[src/rtl/manchester_pkg.sv]
// Definitions shared by the Manchester serializer and deserializer: rx states,
// line encoding constants and frame geometry.
package manchester_pkg;

    typedef enum logic [1:0] {
        IDLE  = 2'd0,
        START = 2'd1,
        DATA  = 2'd2
    } rx_state_t;

    localparam logic [1:0] MANCH_ONE       = 2'b01;
    localparam logic [1:0] MANCH_ZERO      = 2'b10;
    localparam int         FRAME_DATA_BITS = 8;
    localparam logic       IDLE_LEVEL      = 1'b0;

    // Start bit plus data bits, two half-bit samples each; this is the last sample index.
    localparam int LAST_SAMPLE = 2 * FRAME_DATA_BITS + 1;

    function automatic logic manch_valid(input logic [1:0] sym);
        return (sym == MANCH_ONE) || (sym == MANCH_ZERO);
    endfunction

endpackage

[src/rtl/manchester_rx_fifo.sv]
// Small synchronous FIFO for received bytes; a pop in the same cycle as a push
// into a full FIFO frees the slot, so the push is accepted.
module manchester_rx_fifo #(
    parameter int DEPTH = 4,
    parameter int WIDTH = 8
) (
    input  logic             aclk,
    input  logic             aresetn,
    input  logic             push,
    input  logic [WIDTH-1:0] din,
    input  logic             pop,
    output logic [WIDTH-1:0] dout,
    output logic             full,
    output logic             empty
);
    localparam int          AW      = $clog2(DEPTH);
    localparam logic [AW:0] PTR_ONE = (AW + 1)'(1);

    logic [WIDTH-1:0] mem [DEPTH];
    logic [AW:0]      wr_ptr, rd_ptr;
    logic             do_push, do_pop;

    assign empty   = (wr_ptr == rd_ptr);
    assign full    = (wr_ptr[AW] != rd_ptr[AW]) && (wr_ptr[AW-1:0] == rd_ptr[AW-1:0]);
    assign do_pop  = pop && !empty;
    assign do_push = push && (!full || do_pop);
    assign dout    = mem[rd_ptr[AW-1:0]];

    // NOTE: sequential state is written with non-blocking assignments only, so every
    // register samples pre-edge values regardless of statement order.
    // NOTE: the storage is reset because the head entry drives tdata directly and
    // must read 0x00 out of reset; at this depth the extra reset fan-out is trivial.
    always_ff @(posedge aclk or negedge aresetn) begin
        if (!aresetn) begin
            for (int i = 0; i < DEPTH; i++) mem[i] <= '0;
            wr_ptr <= '0;
            rd_ptr <= '0;
        end else begin
            if (do_push) begin
                mem[wr_ptr[AW-1:0]] <= din;
                wr_ptr              <= wr_ptr + PTR_ONE;
            end
            if (do_pop) rd_ptr <= rd_ptr + PTR_ONE;
        end
    end

endmodule

[src/rtl/manchester_deserializer.sv]
// Oversampling Manchester receiver: decodes start + 8 data bit frames into an AXI-Stream
// byte FIFO. Define MANCHESTER_DESER_SYNC_EN to insert a 2-flop input synchronizer.
module manchester_deserializer
    import manchester_pkg::*;
#(
    parameter int HALF_BIT   = 4,
    parameter int FIFO_DEPTH = 4
) (
    input  logic       aclk,
    input  logic       aresetn,
    input  logic       serial_in,
    output logic       m_axis_tvalid,
    input  logic       m_axis_tready,
    output logic [7:0] m_axis_tdata,
    output logic       frame_err,
    output logic       overflow,
    output logic       rx_busy
);
    localparam logic [7:0] HB_CNT    = 8'(HALF_BIT);
    localparam logic [7:0] SAMPLE_PH = 8'(HALF_BIT / 2);
    localparam logic [4:0] LAST_K    = 5'(LAST_SAMPLE);

    rx_state_t                  state, state_nx;
    logic                       line_s;
    logic [7:0]                 phase, low_cnt;
    logic [4:0]                 k_idx;
    logic                       first_half;
    logic [FRAME_DATA_BITS-1:0] shreg, push_data;
    logic [1:0]                 pair;
    logic                       armed, sample_hit, dec_bit;
    logic                       push, violation, pop, fifo_full, fifo_empty;

`ifdef MANCHESTER_DESER_SYNC_EN
    logic [1:0] sync_q;
    always_ff @(posedge aclk or negedge aresetn) begin
        if (!aresetn) begin
            sync_q <= {2{IDLE_LEVEL}};
            line_s <= IDLE_LEVEL;
        end else begin
            sync_q <= {sync_q[0], serial_in};
            line_s <= sync_q[1];
        end
    end
`else
    always_ff @(posedge aclk or negedge aresetn) begin
        if (!aresetn) line_s <= IDLE_LEVEL;
        else          line_s <= serial_in;
    end
`endif

    // phase counts cycles since the start edge modulo HALF_BIT; mid-half samples land on SAMPLE_PH.
    assign armed      = (low_cnt == HB_CNT);
    assign sample_hit = (phase == SAMPLE_PH);
    assign pair       = {first_half, line_s};
    assign dec_bit    = (pair == MANCH_ONE);
    assign push_data  = {shreg[FRAME_DATA_BITS-2:0], dec_bit};
    assign pop        = m_axis_tvalid && m_axis_tready;
    assign rx_busy    = (state != IDLE);

    always_ff @(posedge aclk or negedge aresetn) begin
        if (!aresetn) state <= IDLE;
        else          state <= state_nx;
    end

    always_comb begin
        // NOTE: every signal written here gets a default first, so no path infers a latch.
        state_nx  = state;
        push      = 1'b0;
        violation = 1'b0;
        unique case (state)
            IDLE: begin
                if (armed && line_s != IDLE_LEVEL) state_nx = START;
            end
            START: begin
                if (sample_hit) begin
                    if (k_idx == 5'd0) begin
                        if (line_s == IDLE_LEVEL) state_nx = IDLE;
                    end else if (line_s != IDLE_LEVEL) begin
                        violation = 1'b1;
                        state_nx  = IDLE;
                    end else begin
                        state_nx = DATA;
                    end
                end
            end
            DATA: begin
                if (sample_hit && k_idx[0]) begin
                    if (!manch_valid(pair)) begin
                        violation = 1'b1;
                        state_nx  = IDLE;
                    end else if (k_idx == LAST_K) begin
                        push     = 1'b1;
                        state_nx = IDLE;
                    end
                end
            end
            default: state_nx = IDLE;
        endcase
    end

    always_ff @(posedge aclk or negedge aresetn) begin
        if (!aresetn) begin
            phase      <= '0;
            k_idx      <= '0;
            low_cnt    <= '0;
            first_half <= 1'b0;
            shreg      <= '0;
            frame_err  <= 1'b0;
            overflow   <= 1'b0;
        end else begin
            frame_err <= violation;
            if (push && fifo_full && !pop) overflow <= 1'b1;
            if (state == IDLE) begin
                // Loading 1 here makes phase equal the cycle offset from the start edge.
                phase <= 8'd1;
                k_idx <= '0;
                if (line_s != IDLE_LEVEL) low_cnt <= '0;
                else if (!armed)          low_cnt <= low_cnt + 8'd1;
            end else begin
                phase <= (phase == HB_CNT - 8'd1) ? 8'd0 : phase + 8'd1;
                if (sample_hit) begin
                    k_idx      <= k_idx + 5'd1;
                    first_half <= line_s;
                    if (state == DATA && k_idx[0]) shreg <= push_data;
                end
            end
        end
    end

    manchester_rx_fifo #(
        .DEPTH (FIFO_DEPTH),
        .WIDTH (FRAME_DATA_BITS)
    ) u_fifo (
        .aclk    (aclk),
        .aresetn (aresetn),
        .push    (push),
        .din     (push_data),
        .pop     (pop),
        .dout    (m_axis_tdata),
        .full    (fifo_full),
        .empty   (fifo_empty)
    );

    assign m_axis_tvalid = !fifo_empty;

endmodule

[config.mk]
export PLATFORM = sky130hd
export DESIGN_NAME = manchester_deserializer
export DESIGN_NICKNAME = d
export VERILOG_FILES = /design/src/rtl/manchester_pkg.sv /design/src/rtl/manchester_rx_fifo.sv /design/src/rtl/manchester_deserializer.sv
export SDC_FILE = /design/constraint.sdc
export NUM_CORES = 1
export LEC_CHECK = 0
export BUFFER_PORTS_ARGS = -buffer_cell sky130_fd_sc_hd__buf_2
export CAP_MARGIN = 10
export CORE_MARGIN = 3
export CORE_UTILIZATION = 59
export CTS_BUF_LIST = sky130_fd_sc_hd__clkbuf_8 sky130_fd_sc_hd__clkbuf_16
export DETAILED_ROUTE_END_ITERATION = 12
export PLACE_DENSITY = 0.75
export SETUP_SLACK_MARGIN = 0.02
export SLEW_MARGIN = 10
export SYNTH_ARGS = -nofsm -noshare
export SYNTH_HDL_FRONTEND = slang
export SYNTH_SLANG_ARGS = --single-unit
[constraint.sdc]
create_clock -name aclk -period 4.8 [get_ports aclk]
set_input_delay 1.2 -clock aclk [delete_from_list [all_inputs] [get_ports aclk]]
set_output_delay 1.2 -clock aclk [all_outputs]
set_load 0.005 [all_outputs]
# Word level (Yosys, flattened, before mapping)
# Index checks and enable logic that the tools add are counted.
# Widths: inputs -> output; s select.
# totals
ramBits	0
n_memories	0
mem_bits_ro	0
latch_bits	0
input_bits	4
regBits	72
# op_classes
order_cmp	3
reduce_logical	23
add_sub_neg	5
shifts	0
mul	0
n_mux	31
div	0
bitwise	3
eq_ne	17
# op_table
operator	count
$mux 8	7
$bwmux 32	1
$add 8x1->8 const B	2
$bmux 8 s2	1
$demux 8 s2	1
$eq 8x2->1 const B	2
$mux 2	8
$logic_and 1x1->1	10
$mux 5	2
$mux 1	9
$eq 8x3->1 const B	1
$ne 2x2->1 const B	4
$add 3x1->3 const B	2
$ge 3x3->1 const B	2
$ne 3x3->1 const B	2
$not 2->3	2
$pmux 2 s3	1
$add 5x1->5 const B	1
$eq 5x5->1 const B	1
$logic_not 5->1	1
$reduce_and 5->1	1
$eq 2x1->1 const B	2
$eq 2x2->1 const B	2
$reduce_and 2->1	2
other kinds (11)	15

# Logic depth before layout (Yosys ltp)
# Gate-level depths: netlist of the first run.
# logic_depth
ltp_word	7
depth_mapped	7
mapped_depth_nobuf	6

# Hierarchy
# A second synthesis of the first run with hierarchy kept.
# unflattened
cells_unflattened	281
hier_area_um2	3676.0
# modules_own_cells
mod	instances	cells_per_inst	area_each_um2
manchester_rx_fifo	1	111	1875.5
manchester_deserializer	1	170	1800.5

# Worst setup path after synthesis of the first run
# OpenSTA, ideal clock, no wires.
# synth_timing
path_kind	in2reg
from	input m_axis_tready
to	register u_fifo.mem[0] (netlist bit)
t_arrival_ps	2470
stages	4
setup_time_ps	125
t_required_ps	4675
setup_slack_ps	2206
path_cell_list	or4bb_2 -> clkbuf_8 -> nand3_4 -> mux2_2
# synth_between
elab_chain_len	4
# synth_rtl
item	line	rtl
from (decl)	manchester_deserializer.sv:13	input logic m_axis_tready,
$logic_and 1x1->1	manchester_deserializer.sv:57	assign pop = m_axis_tvalid && m_axis_tready;
$logic_and 1x1->1	manchester_rx_fifo.sv:25	assign do_pop = pop && !empty;
$logic_or 1x1->1	manchester_rx_fifo.sv:26	assign do_push = push && (!full || do_pop);
$logic_and 1x1->1	manchester_rx_fifo.sv:26	
to (signal, indexed assignment)	manchester_rx_fifo.sv:40	mem[wr_ptr[AW-1:0]] <= din;
to (decl)	manchester_rx_fifo.sv:19	logic [WIDTH-1:0] mem [DEPTH];
# Every way passes these cells.
# A chain may end at the register's enable or synchronous reset.

# Final worst setup path of the first run
# layout_timing
from	register u_fifo.rd_ptr[0]
to	output m_axis_tdata[1]
# layout_between
elab_chain_len	4
# layout_rtl
item	line	rtl
from (decl)	manchester_rx_fifo.sv:20	logic [AW:0] wr_ptr, rd_ptr;
from (signal assigned)	manchester_rx_fifo.sv:43	if (do_pop) rd_ptr <= rd_ptr + PTR_ONE;
$not 2->3 (not written as such)	manchester_rx_fifo.sv:27	assign dout = mem[rd_ptr[AW-1:0]];
$bmux 8 s2	manchester_rx_fifo.sv:27	
$mux 8 (not written as such) (2 in a row)	manchester_rx_fifo.sv:27	
to (decl)	manchester_deserializer.sv:14	output logic [7:0] m_axis_tdata,
# Every way passes these cells. The select of a mux whose other input is x is not followed.

==> impl_metrics.env, run 1 <==
export IMPL_crit_type="register to output pin"
export IMPL_synth_cell_types=47
export IMPL_worstMarginPinSlew_ns=1.01
export IMPL_yosys_top_cells_area="dfrtp_1 51%, mux2_2 13%, ha_1 5.6%"
export IMPL_portBuffers=15
export IMPL_grt_pass1_vias=2262
export IMPL_relSlewSlack=0.321
export IMPL_initial_utilization=0.626
export IMPL_grt_max_degree=48
export IMPL_htree_levels=3
export IMPL_ant_nets=0
export IMPL_finalSetupTns_ns=0
export IMPL_diodes=0
export IMPL_dp_slack_ns=1.95
export IMPL_finalMaxSlewViolations=0
export IMPL_grt_pass1_wl_um=10900
export IMPL_dr_total_vias=2198
export IMPL_hold_viol_final=0
export IMPL_async_flop_share=1.00
export IMPL_slowest_stage="dfrtp_1"
export IMPL_synth_common_cells="72 x dfrtp_1, 41 x mux2_2, 17 x nand3_1"
export IMPL_dpl_cell_area_sq_mm=0.00368
export IMPL_yosysMostFrequentCell="dfrtp_1"
export IMPL_place_gp_congestion=0.819
export IMPL_cellPowerDensity_mw_per_mm2=354
export IMPL_p_leak_nw=1.84
export IMPL_cap_violations=0
export IMPL_ctsLongestPathBuffers=2
export IMPL_critical_path_required_ns=3.60
export IMPL_core_area_sq_mm=0.00568
export IMPL_yosys_area_top_type="dfrtp_1"
export IMPL_cts_setup_buffers=0
export IMPL_yosysWarnings=0
export IMPL_grtUsageTotal=0.195
export IMPL_outcome="finished, final reports clean"
export IMPL_cp_slowest_stage_delay_ns=0.77
export IMPL_synth_top_area_share=0.507
export IMPL_syn_avg_cell_area_sq_um=12.8
export IMPL_finalWirelength_um=6080
export IMPL_fp_row_count=27
export IMPL_cts_sinks=72
export IMPL_ys_flop_type="dfrtp_1"
export IMPL_drc_errors=0
export IMPL_period_share=0.636
export IMPL_die_h_um=83.6
export IMPL_die_area_sq_mm=0.00699
export IMPL_post_cts_resized=0
export IMPL_ys_seq_area_frac=0.507
export IMPL_end_kind="output pin"
export IMPL_cts_buffers=9
export IMPL_synth_area_sq_mm=0.00355
export IMPL_drt_pass1_iterations=4
export IMPL_power_mw=1.37
export IMPL_synth_edf_count=0
export IMPL_hp_class="register to register"
export IMPL_hpwl_um=4330
export IMPL_clk_pin_slew_ns=0.07
export IMPL_antenna_found_initial=0
export IMPL_drive_gt1_frac=0.298
export IMPL_peakVddDrop_uv=272
export IMPL_die_w_um=83.6
export IMPL_finalCriticalPeriod_ns=3.05
export IMPL_cts_root_buf="clkbuf_8"
export IMPL_cts_tree="yes"
export IMPL_rsz0062_at_grt="false"
export IMPL_synth_nets=298
export IMPL_cp_start_kind="register"
export IMPL_cp_cell_sequence="mux4_2 -> buf_2"
export IMPL_nets=318
export IMPL_cts_hold_buf=0
export IMPL_pin_count=16
export IMPL_fin_area_sq_mm=0.00387
export IMPL_clk_latency_ns=0.33
export IMPL_detail_route_wl_per_cell_um=16.2
export IMPL_worstPathMaxFanout=11
export IMPL_vias_per_cell=5.88
export IMPL_crit_arrival_ns=1.85
export IMPL_dr_first_iter_drc_count=105
export IMPL_syn_inst=278
export IMPL_whs_ns=0.457
export IMPL_ys_seq_elements=72
export IMPL_grt_overflow=0
export IMPL_max_clock_freq_ghz=0.328
export IMPL_worst_slack_ns=1.75
export IMPL_clock_skew_ns=0.00842
export IMPL_syn2layout_area_growth_pct=9.02
export IMPL_finalSetupViolCount=0
## worst max-delay path, delay by kind of cell (launching register included)
kind                   cells  cell delay [ns]
DFF                        1             0.77
muxes                      1             0.60
buffers and inverters      1             0.14
## area by class of cell
class	count	area, sq um
Fill cell	429	1800
Sequential cell	72	1800
Multi-Input combinational cell	185	1660
Clock buffer	10	138
Tap cell	72	90.1
Timing Repair Buffer	16	82.6
Inverter	14	52.6
Clock inverter	5	50.0
## cell families after synthesis
kind of cell / Yosys count / share of synthesized area
simple gates: 74 / 0.132
flops: 72 / 0.507
mux: 50 / 0.184
compound gates: 28 / 0.0529
buf+inv: 21 / 0.0261
xor+xnor: 17 / 0.0419
fa+ha+maj: 16 / 0.0564
## layer usage
metal  up-vias  track usage  routed length, um
li1       1048            -                  -
met1      1098        0.266               2840
met2        46        0.304               2940
met3         6       0.0385                248
met4         0       0.0819                 53
met5         -            0                  0
## where the power goes
part           switching (mW)  internal (mW)  total [mW]  leakage [nW]
Combinational           0.105          0.102       0.207         0.760
Clock                   0.206          0.247       0.453         0.101
Sequential             0.0725          0.639       0.711         0.984
Total                   0.384          0.987        1.37          1.84
## final timing paths
path                                  start          endpoint  slack (ns)  cells after the start
min                                overflow          overflow        0.46                      1
min reg2reg                        overflow          overflow        0.46                      1
min in group asynchronous           aresetn  u_fifo.rd_ptr[2]        0.85                      1
max reg2reg                        phase[5]          shreg[3]        2.19                      4
max                        u_fifo.rd_ptr[0]   m_axis_tdata[1]        1.75                      2
max in group asynchronous           aresetn          shreg[0]        2.97                      2
## metrics by stage
stage,cells,util
3_3_place_gp,359,0.649
3_5_place_dp,359,0.649
4_1_cts,374,0.682
5_1_grt,374,0.682
6_report,374,0.682
2_1_floorplan,278,-
## cells in the final DEF, fill, tap and decap left out, drive strengths merged, types with 2 or more instances in the layout
cell     n
nor4b    2
xnor2   10
nor2    16
o21ai    9
mux2    41
o31ai    4
nor4     2
buf     16
ha      16
mux4     8
a21oi    5
clkbuf  10
nand4    2
nand2   10
nand3   21
inv     16
and2     2
nand2b   2
or4      2
dfrtp   72
and3     4
xor2     7
or4bb    2
or3      3
## registers in the layout (all words and copies together), names as in the netlist
| register | flops |
|---|---|
| frame_err | 1 |
| u_fifo.wr_ptr | 3 |
| u_fifo.rd_ptr | 3 |
| u_fifo.mem | 32 |
| shreg | 7 |
| state | 2 |
| overflow | 1 |
| phase | 8 |
| first_half | 1 |
| k_idx | 5 |
| line_s | 1 |
| low_cnt | 8 |
(Power assumes the default switching activity.)
==> inputs of run 2 (changes only) <==
==> constraint.sdc (replaced) <==
create_clock -name aclk -period 3.05 [get_ports aclk]
set_input_delay 0.7625 -clock aclk [delete_from_list [all_inputs] [get_ports aclk]]
set_output_delay 0.7625 -clock aclk [all_outputs]
set_load 0.005 [all_outputs]
==> run 2 against run 1 <==
  * Critical path type is now register to register
  * Setup slack worse by 1.1 ns
  * Utilization is 1.6 points higher
  * Flip-flop and latch count stayed put
  * Critical endpoint is now u_fifo.mem[2]
  * Clock skew is 0.00083 ns lower
  * Register-to-register slack worse by 1.6 ns
  * Global-route usage is 0.55 points higher
  * Die area stayed put
  * Sequential share of layout area is 1.1 points lower
  * First-iteration DRC count is 6.7% lower
  * Cell count is 1.9% higher
==> impl_metrics.env, run 2 (synthesized netlist as in run 1, its figures left out) <==
export IMPL_critical_path_required_ns=3.28
export IMPL_met3_usage=0.0602
export IMPL_cp_cell_sequence="xnor2_1 -> or4bb_2 -> nand3_4 -> mux2_2"
export IMPL_p_leak_nw=1.89
export IMPL_crit_arrival_ns=2.65
export IMPL_cp_startpoint="u_fifo.rd_ptr[1]"
export IMPL_post_cts_resized=0
export IMPL_worstMarginPinSlew_ns=0.549
export IMPL_peakVddDrop_uv=508
export IMPL_critical_path_top_delay_family="simple AND/OR/NAND/NOR gates"
export IMPL_htree_levels=3
export IMPL_dp_slack_ns=0.633
export IMPL_r2r_slack_ns=0.63
export IMPL_cts_root_buf="clkbuf_8"
export IMPL_cp_slowest_stage_delay_ns=0.81
export IMPL_antenna_found_initial=0
export IMPL_slowest_stage="or4bb_2"
export IMPL_drt_pass1_iterations=5
export IMPL_ant_nets=0
export IMPL_die_h_um=83.6
export IMPL_worstPathMaxFanout=11
export IMPL_placed_cells=365
export IMPL_finalMaxSlewViolations=0
export IMPL_cts_buffers=9
export IMPL_finalSetupViolCount=0
export IMPL_grtUsageTotal=0.200
export IMPL_hpwl_um=4230
export IMPL_cap_violations=0
export IMPL_drive_gt1_frac=0.317
export IMPL_hp_class="primary input to async pin"
export IMPL_top_regs="u_fifo.mem x32, low_cnt x8, phase x8"
export IMPL_reg2reg_depth=4
export IMPL_ctsLongestPathBuffers=2
export IMPL_nets=324
export IMPL_relSlewSlack=0.634
export IMPL_die_w_um=83.6
export IMPL_clock_skew_ns=0.00759
export IMPL_drc_errors=0
export IMPL_cellPowerDensity_mw_per_mm2=594
export IMPL_pin_count=16
export IMPL_finalCriticalPeriod_ns=2.42
export IMPL_portBuffers=15
export IMPL_grt_max_degree=30
export IMPL_cts_hold_buf=0
export IMPL_cts_sinks=72
export IMPL_dr_total_vias=2190
export IMPL_syn2layout_area_growth_pct=11.6
export IMPL_fin_util=0.698
export IMPL_cp_start_kind="register"
export IMPL_crit_type="register to register"
export IMPL_hold_viol_final=0
export IMPL_period_share=0.792
export IMPL_end_kind="register"
export IMPL_finalSetupTns_ns=0
export IMPL_clk_pin_slew_ns=0.08
export IMPL_r2r_end="u_fifo.mem[2]"
export IMPL_die_area_sq_mm=0.00699
export IMPL_grt_pass1_wl_um=11100
export IMPL_vias_per_cell=5.75
export IMPL_rr_startpoint="u_fifo.rd_ptr[1]"
export IMPL_final_cells=381
export IMPL_grt_most_used_layer="met2"
export IMPL_whs_ns=0.376
export IMPL_dr_first_iter_drc_count=98
export IMPL_max_clock_freq_ghz=0.414
export IMPL_rsz0062_at_grt="false"
export IMPL_cts_tree="yes"
export IMPL_layout_commonest_cell="dfrtp_1"
export IMPL_place_gp_congestion=0.817
export IMPL_critPathBufInv=0
export IMPL_initial_utilization=0.626
export IMPL_cts_setup_buffers=0
export IMPL_outcome="finished, final reports clean"
export IMPL_clk_latency_ns=0.34
export IMPL_finalWirelength_um=6240
export IMPL_regMostFlops="u_fifo.mem"
export IMPL_largest_register_ffs=32
export IMPL_detail_route_wl_per_cell_um=16.4
export IMPL_core_area_sq_mm=0.00568
export IMPL_worst_slack_ns=0.633
export IMPL_grt_pass1_vias=2242
export IMPL_grtUsageMet2=0.309
export IMPL_use_met1=0.272
export IMPL_diodes=0
export IMPL_final_cell_mix="72 x dfrtp_1, 41 x mux2_2, 17 x nand3_1"
export IMPL_fp_row_count=27
export IMPL_grt_overflow=0
[run 2: cell count changes in the layout (fill, tap and decap cells not counted), sizes merged]
| cell | change |
|---|---|
| clkbuf | -1 |
| buf | +6 |
| bufinv | +2 |
| clkinv | +1 |
| inv | -1 |
[run 2: per-stage QoR]
| stage | area [sq um] | total power [mW] |
|---|---|---|
| 2_1_floorplan | 3550 | 1.38 |
| 3_3_place_gp | 3730 | 1.48 |
| 3_5_place_dp | 3730 | 1.50 |
| 4_1_cts | 3960 | 2.39 |
| 5_1_grt | 3960 | 2.49 |
| 6_report | 3960 | 2.36 |
[run 2: layer usage]
metal	share of wire	up-vias
met1	0.46	1084
met2	0.49	43
li1	-	1056
met4	0.012	0
met3	0.039	7
met5	0	-
[run 2: worst max path at each step]
stage                        to  depth (start not counted)
2_1_floorplan  u_fifo.wr_ptr[1]                          6
5_1_grt           u_fifo.mem[0]                          4
6_report          u_fifo.mem[2]                          4
4_1_cts           u_fifo.mem[2]                          4
3_3_place_gp     u_fifo.mem[25]                          4
3_5_place_dp      u_fifo.mem[2]                          4
[run 2: report_power, final]
part	leakage (nW)	total, mW	internal [mW]	switching (mW)
registers	0.984	1.08	1.01	0.0791
clock network	0.120	0.880	0.537	0.343
logic	0.789	0.391	0.177	0.214
total	1.89	2.36	1.72	0.637
[run 2: layout make-up]
cell class	instances	area (sq um)
Sequential cell	72	1800
Timing Repair Buffer	22	128
Multi-Input combinational cell	185	1660
Clock inverter	7	111
Clock buffer	9	124
Fill cell	435	1710
Inverter	14	52.6
Tap cell	72	90.1
==> inputs of run 3 (changes only) <==
--- a/config.mk
+++ b/config.mk
@@ -8,10 +8,10 @@
 export BUFFER_PORTS_ARGS = -buffer_cell sky130_fd_sc_hd__buf_2
 export CAP_MARGIN = 10
 export CORE_MARGIN = 3
-export CORE_UTILIZATION = 59
+export CORE_UTILIZATION = 55
 export CTS_BUF_LIST = sky130_fd_sc_hd__clkbuf_8 sky130_fd_sc_hd__clkbuf_16
 export DETAILED_ROUTE_END_ITERATION = 12
-export PLACE_DENSITY = 0.75
+export PLACE_DENSITY = 0.73
 export SETUP_SLACK_MARGIN = 0.02
 export SLEW_MARGIN = 10
 export SYNTH_ARGS = -nofsm -noshare
==> constraint.sdc (replaced) <==
create_clock -name aclk -period 2.15 [get_ports aclk]
set_input_delay 0.5375 -clock aclk [delete_from_list [all_inputs] [get_ports aclk]]
set_output_delay 0.5375 -clock aclk [all_outputs]
set_load 0.005 [all_outputs]
==> run 3 against run 2 <==
  * Clock-buffer cell count up 2
  * Final area up 4.8%
  * Worst hold slack got worse by 0.20 ns
  * Largest cell class unchanged
  * Largest power group unchanged
  * Highest routed layer unchanged
==> impl_metrics.env, run 3 (synthesized netlist as in run 1, its figures left out) <==
export IMPL_dr_first_iter_drc_count=91
export IMPL_largest_register_ffs=32
export IMPL_drt_pass1_iterations=4
export IMPL_cap_violations=0
export IMPL_regMostFlops="u_fifo.mem"
export IMPL_finalSetupTns_ns=0
export IMPL_cts_root_buf="clkbuf_8"
export IMPL_initial_utilization=0.583
export IMPL_cp_start_kind="register"
export IMPL_die_w_um=86.4
export IMPL_cts_sinks=72
export IMPL_nets=341
export IMPL_die_h_um=86.4
export IMPL_combPwrFrac=0.214
export IMPL_power_frac_clock=0.327
export IMPL_final_cell_mix="72 x dfrtp_1, 40 x mux2_2, 19 x buf_4"
export IMPL_internal_power_mw=2.34
export IMPL_cts_buffers=9
export IMPL_diodes=0
export IMPL_rsz0062_at_grt="true"
export IMPL_clk_latency_ns=0.34
export IMPL_finalSetupViolCount=0
export IMPL_clk_pin_slew_ns=0.08
export IMPL_period_share=0.983
export IMPL_grt_overflow=0
export IMPL_critical_path_required_ns=2.37
export IMPL_crit_arrival_ns=2.34
export IMPL_grt_max_degree=46
export IMPL_finalWirelength_um=6480
export IMPL_p_leak_nw=1.99
export IMPL_vias_per_cell=5.78
export IMPL_max_clock_freq_ghz=0.473
export IMPL_grtUsageTotal=0.194
export IMPL_hold_viol_final=0
export IMPL_layout_commonest_cell="dfrtp_1"
export IMPL_outcome="finished, final reports clean"
export IMPL_place_gp_congestion=0.899
export IMPL_core_area_sq_mm=0.00610
export IMPL_worstMarginPinSlew_ns=0.383
export IMPL_antenna_found_initial=0
export IMPL_grt_pass1_wl_um=11200
export IMPL_crit_type="register to register"
export IMPL_pwr_share_seq=0.459
export IMPL_top_regs="u_fifo.mem x32, low_cnt x8, phase x8"
export IMPL_dr_total_vias=2316
export IMPL_finalCriticalPeriod_ns=2.11
export IMPL_htree_levels=3
export IMPL_fp_row_count=28
export IMPL_grt_pass1_vias=2346
export IMPL_fillers=450
export IMPL_cts_tree="yes"
export IMPL_clock_skew_ns=0.00822
export IMPL_hp_class="primary input to async pin"
export IMPL_drc_errors=0
export IMPL_fin_area_sq_mm=0.00416
export IMPL_detail_route_wl_per_cell_um=16.2
export IMPL_finalMaxSlewViolations=0
export IMPL_netSwitchingFraction=0.281
export IMPL_whs_ns=0.178
export IMPL_drive_gt1_frac=0.371
export IMPL_cts_hold_buf=0
export IMPL_worstPathMaxFanout=8
export IMPL_ctsLongestPathBuffers=2
export IMPL_fin_util=0.682
export IMPL_peakVddDrop_uv=503
export IMPL_power_mw=3.26
export IMPL_portBuffers=15
export IMPL_pin_count=16
export IMPL_ant_nets=0
export IMPL_die_area_sq_mm=0.00746
export IMPL_power_switching_mw=0.916
export IMPL_cellPowerDensity_mw_per_mm2=784
export IMPL_hpwl_um=4380
export IMPL_syn2layout_area_growth_pct=17.0
export IMPL_relSlewSlack=0.741
export IMPL_end_kind="register"
export IMPL_dpl_cell_area_sq_mm=0.00388
[run 3: changes by cell type in the layout (fill, tap and decap cells not counted), moves of 2 or more]
cell       change
buf_4         +12
clkbuf_8       +2
bufinv_16      -2
inv_2          +2
ha_1           -2
buf_12         +3
or4bb_4        +2
[run 3: area by class of cell]
cell class / count / area [sq um] / share of cell area
sequential: 72 / 1800 / 0.434
multi-input combinational: 186 / 1720 / 0.413
timing repair buffer: 38 / 293 / 0.0705
clock buffer: 11 / 151 / 0.0364
tap: 75 / 93.8 / 0.0226
inverter: 14 / 52.6 / 0.0126
clock inverter: 5 / 47.5 / 0.0114
[run 3: through the flow]
| step | setup slack [ns] | instances |
|---|---|---|
| global route | -0.0560 | 401 |
| finish | 0.0375 | 401 |
| detailed placement | -0.0260 | 381 |
| CTS | 0.00345 | 399 |
| floorplan | -0.132 | 278 |
| global placement | -0.00557 | 381 |
[run 3: path summary, 6_finish.rpt]
path / start / to / slack [ns] / cells past startpoint
max: phase[4] / u_fifo.mem[15] / 0.04 / 5
min: aresetn / u_fifo.mem[30] / 0.18 / 2
max reg2reg: phase[4] / u_fifo.mem[15] / 0.04 / 5
min reg2reg: overflow / overflow / 0.45 / 1
max in group asynchronous: aresetn / low_cnt[5] / 1.72 / 2
min in group aclk: serial_in / line_s / 0.30 / 1
[run 3: power by group through the flow]
stage / Clock, mW / Sequential, mW / Combinational [mW]
floorplan: 0 / 1.51 / 0.458
CTS: 1.09 / 1.50 / 0.676
global route: 1.15 / 1.51 / 0.780
detailed placement: 0 / 1.52 / 0.645
finish: 1.07 / 1.50 / 0.695
global placement: 0 / 1.52 / 0.636
[run 3: metal layers]
metal / GRT usage / up-vias / part of all wire
met5: 0 / - / 0
met4: 0.0864 / 0 / 0.022
met3: 0.0390 / 15 / 0.025
met2: 0.308 / 37 / 0.50
met1: 0.260 / 1164 / 0.45
li1: - / 1100 / -
[run 3: critical path, cell delays in order (launching register included)]
cell and delay [ns]:
dfrtp_1 0.43, or4_4 0.58, nor4_4 0.34, buf_12 0.18
nand3_4 0.14, mux2_2 0.31
[run 3: repair_timing]
action                                  in CTS  in global routing
pin swaps                                    1                  2
endpoints found under the setup margin      20                 48
resized for setup                            2                 10
cloned                                       1                  0
buffers inserted                             1                  2
